<file path="config.mk">
export PLATFORM = sky130hd
export DESIGN_NAME = led_cube_frame_loader
export DESIGN_NICKNAME = d
export VERILOG_FILES = /design/src/rtl/led_cube_pkg.sv /design/src/rtl/led_cube_frame_ram.sv /design/src/rtl/led_cube_frame_loader.sv
export SDC_FILE = /design/constraint.sdc
export NUM_CORES = 1
export LEC_CHECK = 0
export ABC_AREA = 0
export BUFFER_PORTS_ARGS = -buffer_cell sky130_fd_sc_hd__buf_4
export CORE_ASPECT_RATIO = 1.25
export CORE_MARGIN = 2
export CORE_UTILIZATION = 65
export CTS_BUF_LIST = sky130_fd_sc_hd__clkbuf_4 sky130_fd_sc_hd__clkbuf_8 sky130_fd_sc_hd__clkbuf_16
export CTS_CLUSTER_DIAMETER = 80
export DETAILED_ROUTE_END_ITERATION = 6
export GPL_ROUTABILITY_DRIVEN = 0
export PLACE_DENSITY_LB_ADDON = 0.12
export SYNTH_ARGS = -nofsm -noshare
export SYNTH_HDL_FRONTEND = slang
export SYNTH_SLANG_ARGS = --single-unit
</file>
<file path="constraint.sdc">
create_clock -name clk -period 9 [get_ports clk]
set_clock_uncertainty 0.2 [all_clocks]
set_input_delay 1.8 -clock clk [delete_from_list [all_inputs] [get_ports clk]]
set_output_delay 1.8 -clock clk [all_outputs]
set_load 0.02 [all_outputs]
</file>
<file path="src/rtl/led_cube_pkg.sv">
`default_nettype none
// ============================================================================
//  Module  : led_cube_pkg
//  Purpose : Shared constants and types for the LED cube frame loader:
//            packet sync byte, frame size, address width and the loader
//            state enumeration.
//  Ports   : (package - none)
//  Rev     : 1.0  initial release
// ============================================================================
package led_cube_pkg;

   localparam logic [7:0] SYNC_BYTE   = 8'hA5;
   localparam int         FRAME_BYTES = 64;
   localparam int         ADDR_W      = 6;

   // Index of the final payload byte in a frame.
   localparam logic [ADDR_W-1:0] LAST_IDX = ADDR_W'(FRAME_BYTES - 1);

   typedef enum logic [1:0] {
      HUNT    = 2'd0,
      PAYLOAD = 2'd1,
      CHECK   = 2'd2,
      PENDING = 2'd3
   } loader_state_e;

endpackage : led_cube_pkg
`default_nettype wire

</file>
<file path="src/rtl/led_cube_frame_ram.sv">
`default_nettype none
// ============================================================================
//  Module  : led_cube_frame_ram
//  Purpose : Double frame buffer, 2 banks x 64 x 8 bits. One synchronous
//            write port and one combinational read port, each with its own
//            bank select.
//  Ports   : clk      - write clock
//            wr_bank  - bank written
//            wr_addr  - write address within the bank
//            wr_data  - write data
//            wr_en    - write enable
//            rd_bank  - bank read
//            rd_addr  - read address within the bank
//            rd_data  - read data (combinational)
//  Rev     : 1.0  initial release
// ============================================================================
module led_cube_frame_ram
   import led_cube_pkg::*;
(
   input  logic              clk,
   input  logic              wr_bank,
   input  logic [ADDR_W-1:0] wr_addr,
   input  logic [7:0]        wr_data,
   input  logic              wr_en,
   input  logic              rd_bank,
   input  logic [ADDR_W-1:0] rd_addr,
   output logic [7:0]        rd_data
);

   // Bank select forms the MSB of the flat storage index.
   logic [7:0] mem_q [0:2*FRAME_BYTES-1];

   // Storage is intentionally not reset; readers gate it with frame_valid.
   always_ff @(posedge clk) begin
      if (wr_en) begin
         mem_q[{wr_bank, wr_addr}] <= wr_data;
      end
   end

   assign rd_data = mem_q[{rd_bank, rd_addr}];

endmodule : led_cube_frame_ram
`default_nettype wire

</file>
<file path="src/rtl/led_cube_frame_loader.sv">
`default_nettype none
// ============================================================================
//  Module  : led_cube_frame_loader
//  Purpose : Receives framed packets from a host byte stream
//            (A5, 64 payload bytes, XOR checksum) into the back half of a
//            double buffer, and swaps it to the front on the next displayed
//            frame boundary so the cube driver never sees a torn frame.
//  Ports   : clk            - clock, all logic on rising edge
//            rst_n          - synchronous active-low reset
//            byte_valid     - host byte present
//            byte_data      - host byte
//            byte_ready     - loader can accept a byte (state decode only)
//            frame_boundary - end-of-displayed-frame pulse from the driver
//            rd_addr        - driver read address
//            rd_data        - front buffer byte (00 until first swap)
//            frame_valid    - a frame has been swapped in since reset
//            frame_swapped  - one-cycle pulse per buffer swap
//            err_pulse      - one-cycle pulse on checksum error or timeout
//  Rev     : 1.0  initial release
// ============================================================================
module led_cube_frame_loader
   import led_cube_pkg::*;
#(
   parameter logic [15:0] TIMEOUT_CYCLES = 16'd50000
) (
   input  logic              clk,
   input  logic              rst_n,
   input  logic              byte_valid,
   input  logic [7:0]        byte_data,
   output logic              byte_ready,
   input  logic              frame_boundary,
   input  logic [ADDR_W-1:0] rd_addr,
   output logic [7:0]        rd_data,
   output logic              frame_valid,
   output logic              frame_swapped,
   output logic              err_pulse
);

   loader_state_e     state_q, state_d;
   logic [ADDR_W-1:0] idx_q, idx_d;
   logic [7:0]        csum_q, csum_d;
   logic [15:0]       idle_q, idle_d;
   logic              front_sel_q, front_sel_d;
   logic              frame_valid_q, frame_valid_d;
   logic              frame_swapped_q, frame_swapped_d;
   logic              err_pulse_q, err_pulse_d;

   logic              accept;
   logic              wr_en;
   logic [15:0]       idle_inc;
   logic [7:0]        ram_rd_data;

   // Ready depends on registered state only, never on byte_valid.
   assign byte_ready = (state_q != PENDING);
   assign accept     = byte_valid & byte_ready;
   assign idle_inc   = idle_q + 16'd1;

   always_comb begin
      state_d         = state_q;
      idx_d           = idx_q;
      csum_d          = csum_q;
      idle_d          = idle_q;
      front_sel_d     = front_sel_q;
      frame_valid_d   = frame_valid_q;
      frame_swapped_d = 1'b0;
      err_pulse_d     = 1'b0;
      wr_en           = 1'b0;

      case (state_q)
         HUNT: begin
            idle_d = 16'd0;
            if (accept && (byte_data == SYNC_BYTE)) begin
               state_d = PAYLOAD;
               idx_d   = '0;
               csum_d  = 8'h00;
            end
         end

         PAYLOAD: begin
            if (accept) begin
               wr_en  = 1'b1;
               csum_d = csum_q ^ byte_data;
               idx_d  = idx_q + 1'b1;   // wraps 63 -> 0 ready for next packet
               idle_d = 16'd0;
               if (idx_q == LAST_IDX) begin
                  state_d = CHECK;
               end
            end else begin
               idle_d = idle_inc;
               if (idle_inc == TIMEOUT_CYCLES) begin
                  state_d     = HUNT;
                  err_pulse_d = 1'b1;
                  idle_d      = 16'd0;
               end
            end
         end

         CHECK: begin
            if (accept) begin
               idle_d = 16'd0;
               if (byte_data == csum_q) begin
                  state_d = PENDING;
               end else begin
                  state_d     = HUNT;
                  err_pulse_d = 1'b1;
               end
            end else begin
               idle_d = idle_inc;
               if (idle_inc == TIMEOUT_CYCLES) begin
                  state_d     = HUNT;
                  err_pulse_d = 1'b1;
                  idle_d      = 16'd0;
               end
            end
         end

         PENDING: begin
            // A boundary coinciding with the checksum byte was seen while
            // still in CHECK, so only a later boundary reaches this swap.
            idle_d = 16'd0;
            if (frame_boundary) begin
               front_sel_d     = ~front_sel_q;
               frame_valid_d   = 1'b1;
               frame_swapped_d = 1'b1;
               state_d         = HUNT;
            end
         end

         default: begin
            state_d = HUNT;
         end
      endcase
   end

   always_ff @(posedge clk) begin
      if (!rst_n) begin
         state_q         <= HUNT;
         idx_q           <= '0;
         csum_q          <= 8'h00;
         idle_q          <= 16'd0;
         front_sel_q     <= 1'b0;
         frame_valid_q   <= 1'b0;
         frame_swapped_q <= 1'b0;
         err_pulse_q     <= 1'b0;
      end else begin
         state_q         <= state_d;
         idx_q           <= idx_d;
         csum_q          <= csum_d;
         idle_q          <= idle_d;
         front_sel_q     <= front_sel_d;
         frame_valid_q   <= frame_valid_d;
         frame_swapped_q <= frame_swapped_d;
         err_pulse_q     <= err_pulse_d;
      end
   end

   // Payload always lands in the bank the driver is not reading.
   led_cube_frame_ram u_frame_ram (
      .clk     (clk),
      .wr_bank (~front_sel_q),
      .wr_addr (idx_q),
      .wr_data (byte_data),
      .wr_en   (wr_en),
      .rd_bank (front_sel_q),
      .rd_addr (rd_addr),
      .rd_data (ram_rd_data)
   );

   assign rd_data       = frame_valid_q ? ram_rd_data : 8'h00;
   assign frame_valid   = frame_valid_q;
   assign frame_swapped = frame_swapped_q;
   assign err_pulse     = err_pulse_q;

endmodule : led_cube_frame_loader
`default_nettype wire

</file>
==> Yosys cells after proc, flatten, opt, wreduce, memory -nomap -nowiden <==
Memories as Yosys holds them, arrays and structs flattened.
Index checks and enable logic that the tools add are counted.
{ "word_totals": {"ff_bits": 36, "mem_bits_rw": 1024, "inputBits": 18, "out_inout_bits": 12, "wordCells": 63, "memories": 1} }
{ "memory_table": {"columns": ["memory", "depth", "word_bits", "rd", "rd_clocked_by_memory_dff", "write_ports", "line", "rtl"], "rows": [
  ["u_frame_ram.mem_q", 128, 8, 1, 0, 1, "led_cube_frame_ram.sv:31", "logic [7:0] mem_q [0:2*FRAME_BYTES-1];"]
]} }
{ "classes": {"add_sub_neg": 2, "eq_ne": 12, "muxes": 28, "bitwise": 3, "reduce_logical": 9} }
{ "ops": {"columns": ["op", "n"], "rows": [
  ["two-way mux 16 bit", 2],
  ["case mux 16 bit (2 select lines)", 1],
  ["two-way mux 8 bit", 3],
  ["adder 16 x 1 -> 16 bit (second input constant)", 1],
  ["equality test 16 bit (second input constant)", 1],
  ["case mux 8 bit (2 select lines)", 1],
  ["two-way mux 2 bit", 7],
  ["two-way mux 6 bit", 2],
  ["case mux 6 bit (2 select lines)", 1],
  ["two-way mux 1 bit", 9],
  ["equality test 8 bit", 1],
  ["equality test 8 bit (second input constant)", 1],
  ["inequality test 2 bit (second input constant)", 4],
  ["case mux 2 bit (4 select lines)", 1],
  ["XOR 8 bit", 1],
  ["adder 6 x 1 -> 6 bit (second input constant)", 1],
  ["equality test 6 bit (second input constant)", 1],
  ["AND reduction 3 bit", 2],
  ["equality test 2 bit (second input constant)", 2],
  ["AND reduction 2 bit", 2],
  ["OR reduction 2 bit", 2],
  ["inequality test 3 bit (second input constant)", 1],
  ["equality test 2 x 1 -> 1 bit (second input constant)", 1],
  ["logical NOT 2 bit", 1],
  ["other kinds (5)", 5]
]} }

==> Depth between registers and ports, before layout <==
Gate-level depths: netlist (run 1).
{ "logic_depth": {"ltp_word": 6, "mapped_depth": 10, "ltp_nobuf": 8} }

==> Hierarchy <==
Synthesis (run 1) repeated with hierarchy kept, for this count alone.
{ "unflattened": {"hier_cells": 1881, "hier_area_um2": 41655.0} }
{ "by_module_without_submodules": {"columns": ["module", "instances", "cells_per_inst", "area_each_um2", "seq_area_each_um2"], "rows": [
  ["led_cube_frame_ram", 1, 1627, 39505.4, 30749.5],
  ["led_cube_frame_loader", 1, 254, 2149.6, 720.7]
]} }

==> Worst setup path after synthesis (run 1) <==
No wires, ideal clock.
{ "synth_timing": {"path_type": "input-to-output", "start": "in rd_addr[1]", "end": "out rd_data[6]", "arrival_ns": 3.526, "required_time_ns": 7.000, "setup_slack_ns": 3.474, "path_stages": 8, "path_buffers": 3, "path_cell_list": "buf_2 -> buf_2 -> clkbuf_1 -> mux4_2 -> a22oi_1 -> nand3_1 -> o31ai_1 -> o211ai_1"} }
{ "synth_via": {"elab_chain_cells": 2} }
{ "synth_rtl": {"columns": ["element", "line", "rtl"], "rows": [
  ["from (decl)", "led_cube_frame_loader.sv:32", "input logic [ADDR_W-1:0] rd_addr,"],
  ["memory (128 x 8 bit)", null, null],
  ["two-way mux 8 bit", "led_cube_frame_loader.sv:169", "assign rd_data = frame_valid_q ? ram_rd_data : 8'h00;"],
  ["to (decl)", "led_cube_frame_loader.sv:33", "output logic [7:0] rd_data,"]
]} }
Every way passes these cells.

==> Worst setup path in the final report (run 1) <==
{ "layout_timing": {"start": "in rd_addr[0]", "end": "out rd_data[6]"} }
The elaborated chain is that of the path after synthesis.

==> results.toml, run 1 <==
[yosys]
yosys_register_bits = 1060
syn-cell-area_um2 = 41800
ys_types = 60
synth_seq_area_share = 0.753
synthesis.nets = 2238
synth_flop_cell = "edfxtp_1"
yosysWarnings = 0
synth-edff-count = 1024
syn_avg_cell_area_um2 = 18.9
async_reset_ff_frac = 0
syn_inst = 2212

[critical_path]
crit_start = "rd_addr[0]"
crit_chain = "buf_8 -> nor2b_2 -> buf_4 -> a22oi_1 -> nand2_1 -> o22ai_1 -> nor3_1 -> o211ai_1 -> buf_4"
path_class = "input pin to output pin"
crit_required_ns = 7.00
crit_path_frequent_cell = "buf_4"
cp-end-kind = "output pin"
path_depth = 9
cp_max_fo = 61
rr_worst_depth = 6
timing.critical_path.slowest_cell_delay_ns = 1.04
r2r-start = "state_q[0]"
crit_buf_inv = 3
cp_top_family = "simple AND/OR/NAND/NOR gates"
startpoint_type = "input pin"
crit_arrival_ns = 5.24
cp_slowest_cell = "nor2b_2"

[sta]
rsz0062_at_grt = "false"
fmax_mhz = 138
post-route-min-period_ns = 7.24
finalHoldViolCount = 0
setup_tns_ns = 0
drv_slew = 0
timing.slew.headroom = 0.149
setup_viol = 0
whs_ns = 0.306
min_period_over_period = 0.804
worst_pin_slew_ns = 1.27

[global_routing]
grt_pass1_vias = 22000
track_usage = 0.299
grt_pass1_wl_um = 142000
grt_max_degree = 104
gr-total-overflow = 0
antenna_found_initial = 3

[clock_tree]
clkSlewWorstSetupHoldPaths_ns = 0.06
cts_max_level = 3
clkLatencyLatePin_ns = 0.67
cts_resized = 0
root_buffer = "clkbuf_16"
cts_tree = "built"
postCtsSetupBuffers = 0
ctsHoldBuffers = 0
cts_buffers = 95
cts.sinks = 1060
cts_max_path_buffers = 3

[cells_and_area]
fin_cells = 3193
nFillCells = 3809
drive_above_1_share = 0.175
regArea_um2 = 31500
fin_nets = 2299
areaGrowthSynthToFinish_pct = 9.83
multi_input_area_um2 = 9710
post-route-util = 0.724

[drt]
post_drt_via_cell_ratio = 6.85
drc = 0
drt-initial-drc-count = 2451
dr.pass1.iters = 7
vias = 21900
drt-total-wl_um = 97100
post_drt_wl_per_cell_um = 30.4
antenna_left = 0

[die]
core_um2 = 63400
die_area_um2 = 66300
start_util = 0.659
num_rows = 103
dieHeight_um = 287
io_pins = 30
dieWidth_um = 231

[hold_path]
holdCritPathClass = "register to register"
min_path_cells = 2
worstHoldStart = "csum_q[5]"

[outcome]
status = "completed"

[placement]
numPortBuffers = 29
dp_hpwl_um = 60500
placed_cells = 3016

[power]
leakage_nw = 14.6
p_per_area_nw_per_um2 = 213
total_power_mw = 9.77
ir_worst_vdd_v = 0.000163

[job]
max_cap_viol_count = 0
## synth_stat cells, drive strengths merged (7+ instances only)
| cell | number | area (um^2) |
|---|---|---|
| o21ai | 23 | 115 |
| nand2b | 8 | 50.1 |
| nor2b | 17 | 106 |
| inv | 11 | 41.3 |
| o211ai | 7 | 57.6 |
| a21boi | 14 | 105 |
| a22oi | 142 | 1070 |
| nand3b | 9 | 67.6 |
| dfxtp | 36 | 721 |
| nor3 | 22 | 110 |
| nand4 | 27 | 181 |
| xnor2 | 25 | 219 |
| ha | 8 | 100 |
| o31ai | 9 | 67.6 |
| nor2 | 186 | 698 |
| o22ai | 7 | 43.8 |
| a22o | 13 | 114 |
| and2 | 9 | 56.3 |
| clkbuf | 27 | 101 |
| buf | 77 | 463 |
| edfxtp | 1024 | 30700 |
| nand3 | 50 | 255 |
| a21oi | 7 | 35.0 |
| nand2 | 64 | 240 |
| mux2i | 168 | 1680 |
| mux4 | 174 | 3920 |
## power breakdown
part	switching (mW)	total [mW]	internal, mW
clock network	1.75	3.94	2.20
logic	0.274	0.413	0.139
registers	0.00390	5.41	5.41
## final timing paths
kind                             endpoint  slack [ns]
setup reg to reg  u_frame_ram.mem_q[9][4]        4.94
hold / removal                  csum_q[5]        0.31
setup / recovery               rd_data[6]        1.76
hold reg to reg                 csum_q[5]        0.31
## area by class of cell
class                           instances  share of cell area
Antenna cell                            1           0.0000545
Clock buffer                          116              0.0555
Clock inverter                         60              0.0104
Inverter                               12            0.000982
Multi-Input combinational cell       1036               0.212
Sequential cell                      1060               0.686
Tap cell                              840              0.0229
Timing Repair Buffer                   68              0.0128
## flip-flops by register name, indices dropped and copies added (netlist names)
name               cells
err_pulse              1
idx_q                  6
u_frame_ram.mem_q   1024
front_sel_q            1
frame_valid            1
state_q                2
idle_q                16
frame_swapped          1
csum_q                 8
## layout by cell type, fill, tap and decap left out, types with 7 or more instances in the layout
cell	instances
edfxtp_1	1024
nor2_1	185
mux4_2	174
mux2i_1	168
a22oi_1	142
clkbuf_16	95
nand2_1	64
buf_4	61
nand3_1	49
dfxtp_1	36
nand4_1	25
xnor2_1	25
clkinv_1	24
nor3_1	22
o21ai_0	22
clkinv_2	22
clkbuf_4	19
nor2b_1	15
a22o_1	13
inv_1	11
a21boi_1	11
and2_1	9
nand3b_1	9
o31ai_1	9
nand2b_1	8
ha_1	8
o22ai_1	7
a21oi_1	7
## worst reg2reg max path: cells and delay by family, from the launching register on
kind,cells,cell delay (ns)
flops,1,0.34
simple gates,5,2.77
fa+ha+maj,1,0.35
## logic make-up after synthesis
family | synth area share
muxes | 0.134
xor gates and xnor gates | 0.00629
and+or+nand+nor | 0.0480
buffers and inverters | 0.0146
AOI/OAI and AO/OA | 0.0415
adders and majority gates | 0.00240
DFF | 0.753
## per-stage QoR
| stage | setup slack, ns | area [um^2] |
|---|---|---|
| final | 1.76 | 45900 |
| after CTS | 1.84 | 45900 |
| after floorplan | 3.47 | 41800 |
| after global routing | 1.54 | 45900 |
| after detailed placement | 1.85 | 42900 |
| after global placement | 1.83 | 42900 |
## metal layers
| metal | global-route usage | part of all wire | vias to the layer above |
|---|---|---|---|
| met1 | 0.385 | 0.36 | 11400 |
| met2 | 0.512 | 0.52 | 1131 |
| met4 | 0.130 | 0.042 | 6 |
| li1 | - | - | 9139 |
| met3 | 0.0475 | 0.079 | 216 |
| met5 | 0 | 0.00036 | - |
Note: power is estimated with default switching activity, not from simulation.
==> run 2: changes to the inputs <==
- ABC_AREA: 0 -> 1
- CORE_UTILIZATION: 65 -> 63
- clock period: 9 -> 7.3 ns (I/O delays scaled with it)
==> run 2 against run 1 <==
First-iteration DRC count grew 52%; count of clock-buffer cells in the layout down 2; wire length is 15% higher; highest routed layer is now met4.
==> results.toml, run 2 <==
[sta]
min_period_over_period = 0.853
setup_tns_ns = 0
timing.slew.headroom = 0.168
drv_slew = 0
rsz0062_at_grt = "false"
setup_viol = 0
worst_pin_slew_ns = 1.24
fmax_mhz = 161
finalHoldViolCount = 0
post-route-min-period_ns = 6.22

[die]
io_pins = 30
num_rows = 108
dieHeight_um = 299
start_util = 0.633
die_area_um2 = 71500
dieWidth_um = 240
core_um2 = 69100

[clock_tree]
ctsHoldBuffers = 0
cts_max_path_buffers = 3
clkLatencyLatePin_ns = 0.66
postCtsSetupBuffers = 0
cts_max_level = 3
cts_resized = 0
root_buffer = "clkbuf_16"
cts_tree = "built"
cts_buffers = 95
cts.sinks = 1060
clkSlewWorstSetupHoldPaths_ns = 0.06

[yosys]
synth_flop_cell = "edfxtp_1"
synth_area_leaders = "edfxtp_1, nand3_1, nand2_1"
synth_top_family_by_area = "simple AND/OR/NAND/NOR gates"
ys_top_cells_by_count = "nand2_1, edfxtp_1, nand3_1, nor2_1, buf_2"
ys_types = 32
synth_seq_area_share = 0.720
syn-cell-area_um2 = 43700
synth.largest_area_cell = "edfxtp_1"
synth_most_common_cell = "nand2_1"
synth_compound_area_frac = 0.00538
synthXorXnorAreaFrac = 0.00200
syn_inst = 3841
synthesis.nets = 3867
async_reset_ff_frac = 0
yosysWarnings = 0
synthSimpleGateAreaFrac = 0.239
yosys_register_bits = 1060
synthMuxAreaShare = 0
synth-edff-count = 1024
synth_top_area_share = 0.703
synthAdderAreaFrac = 0.00229
syn_avg_cell_area_um2 = 11.4

[placement]
dp_hpwl_um = 61300
numPortBuffers = 29

[drt]
antenna_left = 0
drt-total-wl_um = 111000
drc = 0
post_drt_wl_per_cell_um = 23.3
post_drt_via_cell_ratio = 6.15
vias = 29400
drt-initial-drc-count = 3731
dr.pass1.iters = 6

[cells_and_area]
multi_input_area_um2 = 10900
post-route-util = 0.689
mostFrequentLayoutCells = "nand2_1, edfxtp_1, nand3_1"
regMostFlops = "u_frame_ram.mem_q"
fin_nets = 3799
drive_above_1_share = 0.0662
largestRegisters = "u_frame_ram.mem_q (1024), idle_q (16), csum_q (8)"
areaGrowthSynthToFinish_pct = 8.82
final_common_cell = "nand2_1"
regArea_um2 = 31500
largest_register_ffs = 1024
nFillCells = 4847

[critical_path]
crit_arrival_ns = 4.56
path_class = "input pin to output pin"
crit_required_ns = 5.64
cp-end-kind = "output pin"
reg2reg_slack_ns = 3.30
startpoint_type = "input pin"
cp_max_fo = 88

[outcome]
status = "completed"

[global_routing]
gr-total-overflow = 0
grt_pass1_vias = 29000
antenna_found_initial = 0
grt_max_degree = 188
grt_pass1_wl_um = 168000
track_usage = 0.314

[power]
p_per_area_nw_per_um2 = 266
leakage_nw = 16.6
ir_worst_vdd_v = 0.000216

[hold_path]
holdCritPathClass = "register to register"

[job]
max_cap_viol_count = 0
[run 2: cell types whose count changed after synthesis, moves of 18 or more]
cell and change:
buf_2 +91, a22oi_1 -142, inv_1 +33, nor2_1 +22, clkbuf_1 +26, nand3_1 +924
mux4_2 -174, nand4_1 -18, mux2i_1 -168, nand2_1 +1149
[run 2: final cells by class]
cell class	count	area share
Inverter	49	0.00442
Clock buffer	114	0.0544
Timing Repair Buffer	71	0.0144
Antenna cell	1	0.0000526
Clock inverter	60	0.0118
Multi-Input combinational cell	2496	0.229
Sequential cell	1060	0.661
Tap cell	935	0.0246
[run 2: worst max-delay path: stages]
cell and delay [ns]:
clkbuf_8 0.49, inv_8 0.37, buf_12 0.33, buf_4 0.20, nand3_1 0.08, nand3_1 0.11
nand3_1 0.17, nand3_1 0.11, a21oi_1 0.30, nor2_1 0.10, nor2_1 0.44, buf_4 0.24
[run 2: metrics by stage]
step	worst slack [ns]	cell area, um^2	hold WS, ns	power [mW]	std cells
after floorplan	2.80	43700	0.244	7.39	3841
after global placement	1.24	44400	0.259	7.69	4611
after detailed placement	1.25	44400	0.278	7.72	4611
after CTS	1.23	47600	0.293	12.7	4785
after global routing	1.02	47600	0.332	13.0	4785
final	1.08	47600	0.291	12.7	4786
[run 2: path summary, 6_finish.rpt]
check | start | endpoint | cells past startpoint
max reg2reg | state_q[1] | u_frame_ram.mem_q[126][7] | 7
min | idle_q[0] | idle_q[0] | 1
max | rd_addr[1] | rd_data[1] | 12
min reg2reg | idle_q[0] | idle_q[0] | 1
[run 2: kinds of logic (layout without fill, tap and decap cells)]
family / count (synthesis) / count (layout)
adder cells (fa/ha/maj): 8 / 8
other: 0 / 1
AND/OR/NAND/NOR: 2432 / 2432
buffers and inverters: 285 / 294
XOR/XNOR: 10 / 10
AO/OA/AOI/OAI: 46 / 46
flip-flops: 1060 / 1060
[run 2: report_power, final]
part | switching (mW) | total (mW) | internal (mW)
logic | 0.672 | 0.889 | 0.217
registers | 0.0211 | 6.71 | 6.69
clock network | 2.18 | 5.06 | 2.88
total | 2.87 | 12.7 | 9.79
[run 2: metal layers]
| metal | part of all wire | up-vias | track usage |
|---|---|---|---|
| met4 | 0.046 | 0 | 0.155 |
| li1 | - | 13300 | - |
| met3 | 0.082 | 302 | 0.0476 |
| met2 | 0.50 | 1482 | 0.525 |
| met1 | 0.37 | 14300 | 0.405 |
| met5 | 0 | - | 0 |
